<file path="config.mk">
export PLATFORM = sky130hd
export DESIGN_NAME = serial_tx_4
export DESIGN_NICKNAME = d
export VERILOG_FILES = /design/src/rtl/serial_pkg.sv /design/src/rtl/serial_tx_4_bit_timer.sv /design/src/rtl/serial_tx_4.sv
export SDC_FILE = /design/constraint.sdc
export NUM_CORES = 1
export LEC_CHECK = 0
export BUFFER_PORTS_ARGS = -buffer_cell sky130_fd_sc_hd__buf_2
export CORE_UTILIZATION = 58
export CTS_BUF_LIST = sky130_fd_sc_hd__clkbuf_8
export CTS_CLUSTER_SIZE = 30
export DETAILED_ROUTE_END_ITERATION = 8
export GPL_TIMING_DRIVEN = 0
export PLACE_DENSITY = 0.86
export SLEW_MARGIN = 20
export SYNTH_ARGS = -nofsm -noshare
export SYNTH_HDL_FRONTEND = slang
export SYNTH_SLANG_ARGS = --single-unit
</file>
<file path="constraint.sdc">
create_clock -name i_clk -period 1.62 [get_ports i_clk]
set_input_delay 0.081 -clock i_clk [delete_from_list [all_inputs] [get_ports i_clk]]
set_output_delay 0.081 -clock i_clk [all_outputs]
set_load 0.01 [all_outputs]
</file>
<file path="src/rtl/serial_pkg.sv">
// Shared types and constants for the 4-bit serial transmit path.
package serial_pkg;

  typedef enum logic [2:0] {
    IDLE,
    START,
    DATA,
    PARITY,
    STOP
  } tx_state_t;

  localparam logic LINE_IDLE = 1'b1;
  localparam logic START_BIT = 1'b0;
  localparam logic STOP_BIT  = 1'b1;
  localparam int   DATA_BITS = 4;

  // Even parity: the parity bit makes the total count of ones even.
  function automatic logic even_parity(input logic [DATA_BITS-1:0] word);
    return ^word;
  endfunction

endpackage

</file>
<file path="src/rtl/serial_tx_4_bit_timer.sv">
// Bit-period timer: counts CLKS_PER_BIT cycles and flags the last cycle
// of each bit period. Held at zero while clear is high so that the first
// period after release is a full one.
module bit_timer #(
  parameter int CLKS_PER_BIT = 4
) (
  input  logic clk,
  input  logic srst,
  input  logic clear,
  output logic bit_end
);

  // A one-cycle bit still needs a one-bit counter that simply stays at 0.
  localparam int CW = (CLKS_PER_BIT > 1) ? $clog2(CLKS_PER_BIT) : 1;
  localparam logic [CW-1:0] LAST = CW'(CLKS_PER_BIT - 1);

  logic [CW-1:0] cnt_reg;

  // Free-running 0..CLKS_PER_BIT-1 counter, wrapping at each bit boundary.
  always_ff @(posedge clk) begin
    if (srst || clear) begin
      cnt_reg <= '0;
    end else if (cnt_reg == LAST) begin
      cnt_reg <= '0;
    end else begin
      cnt_reg <= cnt_reg + CW'(1);
    end
  end

  assign bit_end = (cnt_reg == LAST);

endmodule

</file>
<file path="src/rtl/serial_tx_4.sv">
// Parallel-in, serial-out transmitter for 4-bit words.
// Frame: start (0), d0..d3 LSB first, optional even parity, stop (1).
// All outputs are registered; o_tx changes in the cycle after the edge
// that decides the new bit.
module serial_tx_4
  import serial_pkg::*;
#(
  parameter int CLKS_PER_BIT = 4,
  parameter int PARITY_EN    = 1
) (
  input  logic       i_clk,
  input  logic       i_rst,
  input  logic       i_valid,
  input  logic [3:0] i_data,
  output logic       o_ready,
  output logic       o_tx,
  output logic       o_busy,
  output logic       o_done
);

  localparam logic [1:0] LAST_BIT = 2'(DATA_BITS - 1);

  tx_state_t            state_reg;
  logic [DATA_BITS-1:0] shift_reg;
  logic [1:0]           bit_cnt_reg;
  logic                 parity_reg;
  logic                 tx_reg;
  logic                 ready_reg;
  logic                 busy_reg;
  logic                 done_reg;
  logic                 bit_end;

  // The timer is parked at zero in IDLE so the start bit gets a full period
  // counted from the accepting edge.
  bit_timer #(
    .CLKS_PER_BIT(CLKS_PER_BIT)
  ) u_bit_timer (
    .clk     (i_clk),
    .srst    (i_rst),
    .clear   (state_reg == IDLE),
    .bit_end (bit_end)
  );

  // Frame sequencer with registered line and status outputs.
  always_ff @(posedge i_clk) begin
    if (i_rst) begin
      state_reg   <= IDLE;
      shift_reg   <= '0;
      bit_cnt_reg <= '0;
      parity_reg  <= 1'b0;
      tx_reg      <= LINE_IDLE;
      ready_reg   <= 1'b1;
      busy_reg    <= 1'b0;
      done_reg    <= 1'b0;
    end else begin
      done_reg <= 1'b0;
      case (state_reg)
        IDLE: begin
          tx_reg    <= LINE_IDLE;
          ready_reg <= 1'b1;
          busy_reg  <= 1'b0;
          if (i_valid) begin
            // Parity is taken from the word as accepted, before shifting.
            shift_reg  <= i_data;
            parity_reg <= even_parity(i_data);
            state_reg  <= START;
            tx_reg     <= START_BIT;
            ready_reg  <= 1'b0;
            busy_reg   <= 1'b1;
          end
        end
        START: begin
          if (bit_end) begin
            state_reg   <= DATA;
            bit_cnt_reg <= '0;
            tx_reg      <= shift_reg[0];
          end
        end
        DATA: begin
          if (bit_end) begin
            if (bit_cnt_reg == LAST_BIT) begin
              if (PARITY_EN != 0) begin
                state_reg <= PARITY;
                tx_reg    <= parity_reg;
              end else begin
                state_reg <= STOP;
                tx_reg    <= STOP_BIT;
              end
            end else begin
              // Next bit is shift_reg[1]; drive it as the register shifts.
              shift_reg   <= {1'b0, shift_reg[DATA_BITS-1:1]};
              bit_cnt_reg <= bit_cnt_reg + 2'd1;
              tx_reg      <= shift_reg[1];
            end
          end
        end
        PARITY: begin
          if (bit_end) begin
            state_reg <= STOP;
            tx_reg    <= STOP_BIT;
          end
        end
        STOP: begin
          if (bit_end) begin
            state_reg <= IDLE;
            tx_reg    <= LINE_IDLE;
            ready_reg <= 1'b1;
            busy_reg  <= 1'b0;
            done_reg  <= 1'b1;
          end
        end
        default: begin
          state_reg <= IDLE;
          tx_reg    <= LINE_IDLE;
          ready_reg <= 1'b1;
          busy_reg  <= 1'b0;
        end
      endcase
    end
  end

  assign o_tx    = tx_reg;
  assign o_ready = ready_reg;
  assign o_busy  = busy_reg;
  assign o_done  = done_reg;

endmodule

</file>
After elaboration in Yosys (flattened, before gate mapping). Index checks and enable logic that the tools add are counted.

$add $sub $neg: 2. Equal/unequal tests: 14. Mux-type cells: 26. Bitwise gates (word level): 2. Reductions and logical operators: 15.

Operators with widths (count): 2-to-1 mux 3 bit (6); case mux 3 bit (5 select lines) (1); != test 2 bit, second input constant (7); 2-to-1 mux 4 bit (3); 2-to-1 mux 1 bit (8); case mux 4 bit (2 select lines) (1); AND reduction 4 bit (2); == test 3 x 2 -> 1 bit, second input constant (2); 2-to-1 mux 2 bit (3); case mux 1 bit (3 select lines) (2); AND reduction 6 bit (1); OR reduction 2 bit (3); adder 2 x 1 -> 2 bit, second input constant (2); == test 2 bit, second input constant (2); case mux 1 bit (4 select lines) (1); case mux 2 bit (2 select lines) (1); AND reduction 2 bit (2); nonzero test 2 bit (2); parity 4 bit (1); == test 3 x 1 -> 1 bit, second input constant (1); == test 3 bit, second input constant (1); zero test 3 bit (1); AND reduction 3 bit (1); OR reduction 3 bit (1); other kinds (3) (4).

Register bits: 16. Input bits: 7. Output and inout bits: 4. Logic and storage cells: 68.

Longest topological paths before layout.
Word-level depth: 4. Gate-level depth with buffers: 5. Depth with buffers taken out: 4.

Cells and area by module. A second synthesis with hierarchy kept.

Cells, all modules: 89. Area, all modules: 872.1 µm².

Modules (own cells, without submodules): serial_tx_4 (instances 1, cells an instance 84, area an instance 792.0 µm², sequential area each 280.3 µm²); bit_timer (instances 1, cells an instance 5, area an instance 80.1 µm², sequential area each 40.0 µm²).

Worst setup path before layout. No wires, ideal clock.

Path kind: register -> register. Start point: register bit_cnt_reg[0]. End point: register bit_cnt_reg[0]. Library setup time: 0.072 ns. Data arrival time: 1.336 ns. Data required time: 1.548 ns. Path slack: 0.213 ns. Cell stages (with the launch flop): 5. Path buffers: 0. Clock period less this slack: 1.407 ns. Cell sequence: dfxtp_1 -> ha_1 -> or3b_2 -> a21oi_2 -> mux2i_1.

Word-level cells in the longest chain between the ends: 4. Elaborated cells between the ends (all ways): 7. Classes of those cells: add/sub: 1; eq/ne: 2; mux: 3; reduce/logical: 1.

RTL lines: start, declared (line serial_tx_4.sv:25) `logic [1:0] bit_cnt_reg;`; start signal, assigned (line serial_tx_4.sv:92) `bit_cnt_reg <= bit_cnt_reg + 2'd1;`; adder 2 x 1 -> 2 bit (line serial_tx_4.sv:92); 2-to-1 mux 2 bit (line serial_tx_4.sv:81) `if (bit_cnt_reg == LAST_BIT) begin`; 2-to-1 mux 2 bit (line serial_tx_4.sv:80) `if (bit_end) begin`; case mux 2 bit (2 select lines) (line serial_tx_4.sv:57) `case (state_reg)`.

Parallel ways exist; a longest one is shown, timed or not. The select of a mux whose other input is x is not followed. A chain may end at the register's enable or synchronous reset.

Final worst setup path.
Start point: register bit_cnt_reg[0]. End point: register bit_cnt_reg[1].

Same word-level chain as after synthesis.

==> qor.yml <==
min_path:
  hp-class: "input port to register"
worst_setup_path:
  critPathRequiredTime_ns: 1.79
  r2r_cells: 4
  cp-start-kind: "register"
  setup.worst_path.end: "bit_cnt_reg[1]$_SDFFE_PP0P_"
  cp_max_fo: 5
  cp.arrival_ns: 1.70
  r2r-start: "bit_cnt_reg[0]$_SDFFE_PP0P_"
  critPathLaunch: "bit_cnt_reg[0]$_SDFFE_PP0P_"
  rr_endpoint: "bit_cnt_reg[1]$_SDFFE_PP0P_"
  path_class: "register to register"
  end_kind: "register"
  rrSetupSlack_ns: 0.09
timing:
  tightest_slew_ns: 0.665
  final-hold-violation-count: 0
  setup_violations: 0
  max_clock_freq_mhz: 654
  grt_setup_unrepaired: "no"
  setup_tns_ns: 0
  slew_viol_final: 0
  fin_crit_ns: 1.53
  hold_ws_ns: 0.116
  fin_crit_sh_pct: 94.4
  clock-skew-final_ns: 0.00459
  relSlewSlack_pct: 55.5
route:
  drt-wirelength-per-cell_microns: 14.9
  first_pass_iters: 4
  via_count: 702
  ant_nets: 0
  routed_wl_mm: 1.70
  via_per_inst: 6.16
  drcViolationCount: 0
  drtIter0Drc: 3
status:
  outcome: "completed"
final_layout:
  final_cell_mix: "dfxtp_1, buf_2, a211oi_1"
  largest_register_ffs: 4
  finalNetCount: 109
  area_growth_pct: 15.5
  final_common_cell: "dfxtp_1"
  n_antenna_cell: 0
  layout-drive-gt1-share_pct: 26.3
  postLayoutCellArea_sq_um: 988
  final_cells: 114
power:
  power.leakage_nw: 0.358
  p_int_w: 0.000678
  p_clk_share_pct: 40.5
  power.density_mw_per_mm2: 895
  ir_drop_mv: 0.524
  swShare_pct: 23.3
  seqPwrFrac_pct: 48.2
  comb_power_share_pct: 11.2
  switchingPower_w: 0.000206
synth:
  syn_area_sq_um: 856
  synth_xor_area_share_pct: 4.09
  avgSynthCellArea_sq_um: 10.1
  synthAdderAreaFrac_pct: 2.92
  seq_area_frac_synth_pct: 37.4
  synth_top_family_by_area: "simple AND/OR/NAND/NOR gates"
  netlist_instances: 85
  synth-simple-area-share_pct: 23.4
  synth_compound_area_share_pct: 19.3
  ys_ff_latch: 16
  syn_nets: 94
  synthDistinctLibCells: 40
  synthMuxAreaShare_pct: 8.33
  yosysWarnings: 0
cts:
  clk_pin_slew_worst_paths_ns: 0.07
  htreeDepth: 1
  ctsRootBufferMaster: "clkbuf_8"
  hold_buffers: 0
  tritoncts: "yes"
  clock-sinks: 16
  clock_path_buffers: 2
  cts_setup_buffers: 0
  numCtsBuffers: 3
  clock_latency_ns: 0.25
job:
  drv_cap: 0
die:
  die_h_microns: 40.4
  fp.dieW_microns: 40.4
  core-area_sq_mm: 0.00133
  ios: 11
  die-area_sq_mm: 0.00163
  placementRows: 13
  start_util_pct: 64.2
place:
  numPortBuffers: 10
  dp_hpwl_mm: 1.21
  place_inst: 110
  gp_congestion: 0.767
  place_area_sq_um: 925
global_routing:
  grt_pass1_wl_mm: 2.47
  overflow: 0
  grt_pass1_vias: 610
  grt_max_degree: 11
  grt_use_total_pct: 22.6
  antenna_found_initial: 0
cells by family after synthesis:
| logic type | count (synthesis) |
|---|---|
| compound gates | 22 |
| xor+xnor | 4 |
| fa+ha+maj | 2 |
| buf+inv | 7 |
| flops | 16 |
| mux | 7 |
| simple gates | 27 |
layer usage:
| layer | vias to the layer above | global-route usage [%] | part of all wire, % |
|---|---|---|---|
| li1 | 350 | - | - |
| met1 | 333 | 28.4 | 49 |
| met2 | 14 | 38.1 | 47 |
| met3 | 5 | 3.33 | 2.2 |
| met4 | 0 | 9.17 | 1.5 |
| met5 | - | 0 | 0 |
critical path, cell delays in order, from the launching register on:
cell	delay, ns
dfxtp_1	0.33
ha_1	0.26
or3b_2	0.49
a21oi_4	0.17
mux2i_1	0.21
cell type report:
type / count / area, sq um
inverters: 1 / 3.75
flip-flops and latches: 16 / 320
fillers: 97 / 345
repair buffers: 10 / 50.0
multi-input cells: 62 / 504
plain buffers: 6 / 36.3
clock buffers: 4 / 55.1
well taps: 15 / 18.8
Yosys cell counts (all sizes together):
cell type	n	area (sq um)
clkbuf	3	11.3
inv	1	3.75
a2111oi	2	17.5
o21bai	2	15.0
or3b	3	26.3
nor4b	2	23.8
o21a	1	7.51
and3b	1	8.76
nand2b	5	31.3
a21oi	3	18.8
nand3b	1	7.51
ha	2	25.0
mux2i	6	60.1
a211oi	8	60.1
nor2	4	15.0
nor3b	2	26.3
and4bb	1	12.5
mux2	1	11.3
o22ai	1	6.26
xnor2	3	26.3
a21o	1	7.51
nor4	1	6.26
nand4b	1	8.76
o21ba	1	10.0
or4b	1	10.0
a21boi	1	7.51
xor2	1	8.76
dfxtp	16	320
buf	3	23.8
nor2b	1	6.26
a311oi	1	8.76
nor3	2	10.0
nand2	2	7.51
a31oi	1	6.26
what timing repair did:
action	4_1_cts	5_1_grt
gates resized for setup	0	3
setup endpoints to repair	0	2
hold endpoints to repair	0	0
how the worst min path moves through the flow:
stage	start	endpoint	slack [ns]	cells after the start
6_report	i_rst	shift_reg[3]$_SDFFE_PP0P_	0.12	3
5_1_grt	i_rst	shift_reg[3]$_SDFFE_PP0P_	0.16	3
4_1_cts	i_rst	shift_reg[3]$_SDFFE_PP0P_	0.12	3
3_5_place_dp	i_rst	shift_reg[3]$_SDFFE_PP0P_	0.38	3
3_3_place_gp	i_rst	shift_reg[3]$_SDFFE_PP0P_	0.37	3
2_1_floorplan	i_rst	shift_reg[3]$_SDFFE_PP0P_	0.27	2
power groups by stage:
| stage | clock network (W) | logic [W] | registers, W |
|---|---|---|---|
| 2_1_floorplan | 0 | 0.0000677 | 0.000435 |
| 3_3_place_gp | 0 | 0.0000947 | 0.000434 |
| 3_5_place_dp | 0 | 0.0000978 | 0.000435 |
| 4_1_cts | 0.000353 | 0.0000982 | 0.000427 |
| 5_1_grt | 0.000365 | 0.000110 | 0.000429 |
| 6_report | 0.000358 | 0.0000992 | 0.000426 |
through the flow:
stage	utilization (%)	total power [W]	setup WS, ns
2_1_floorplan	-	0.000503	0.213
3_3_place_gp	69.3	0.000529	0.120
3_5_place_dp	69.3	0.000533	0.0862
4_1_cts	73.5	0.000878	0.0510
5_1_grt	74.1	0.000904	0.0216
6_report	74.1	0.000884	0.0900
Power figures use the tool's default switching activity.
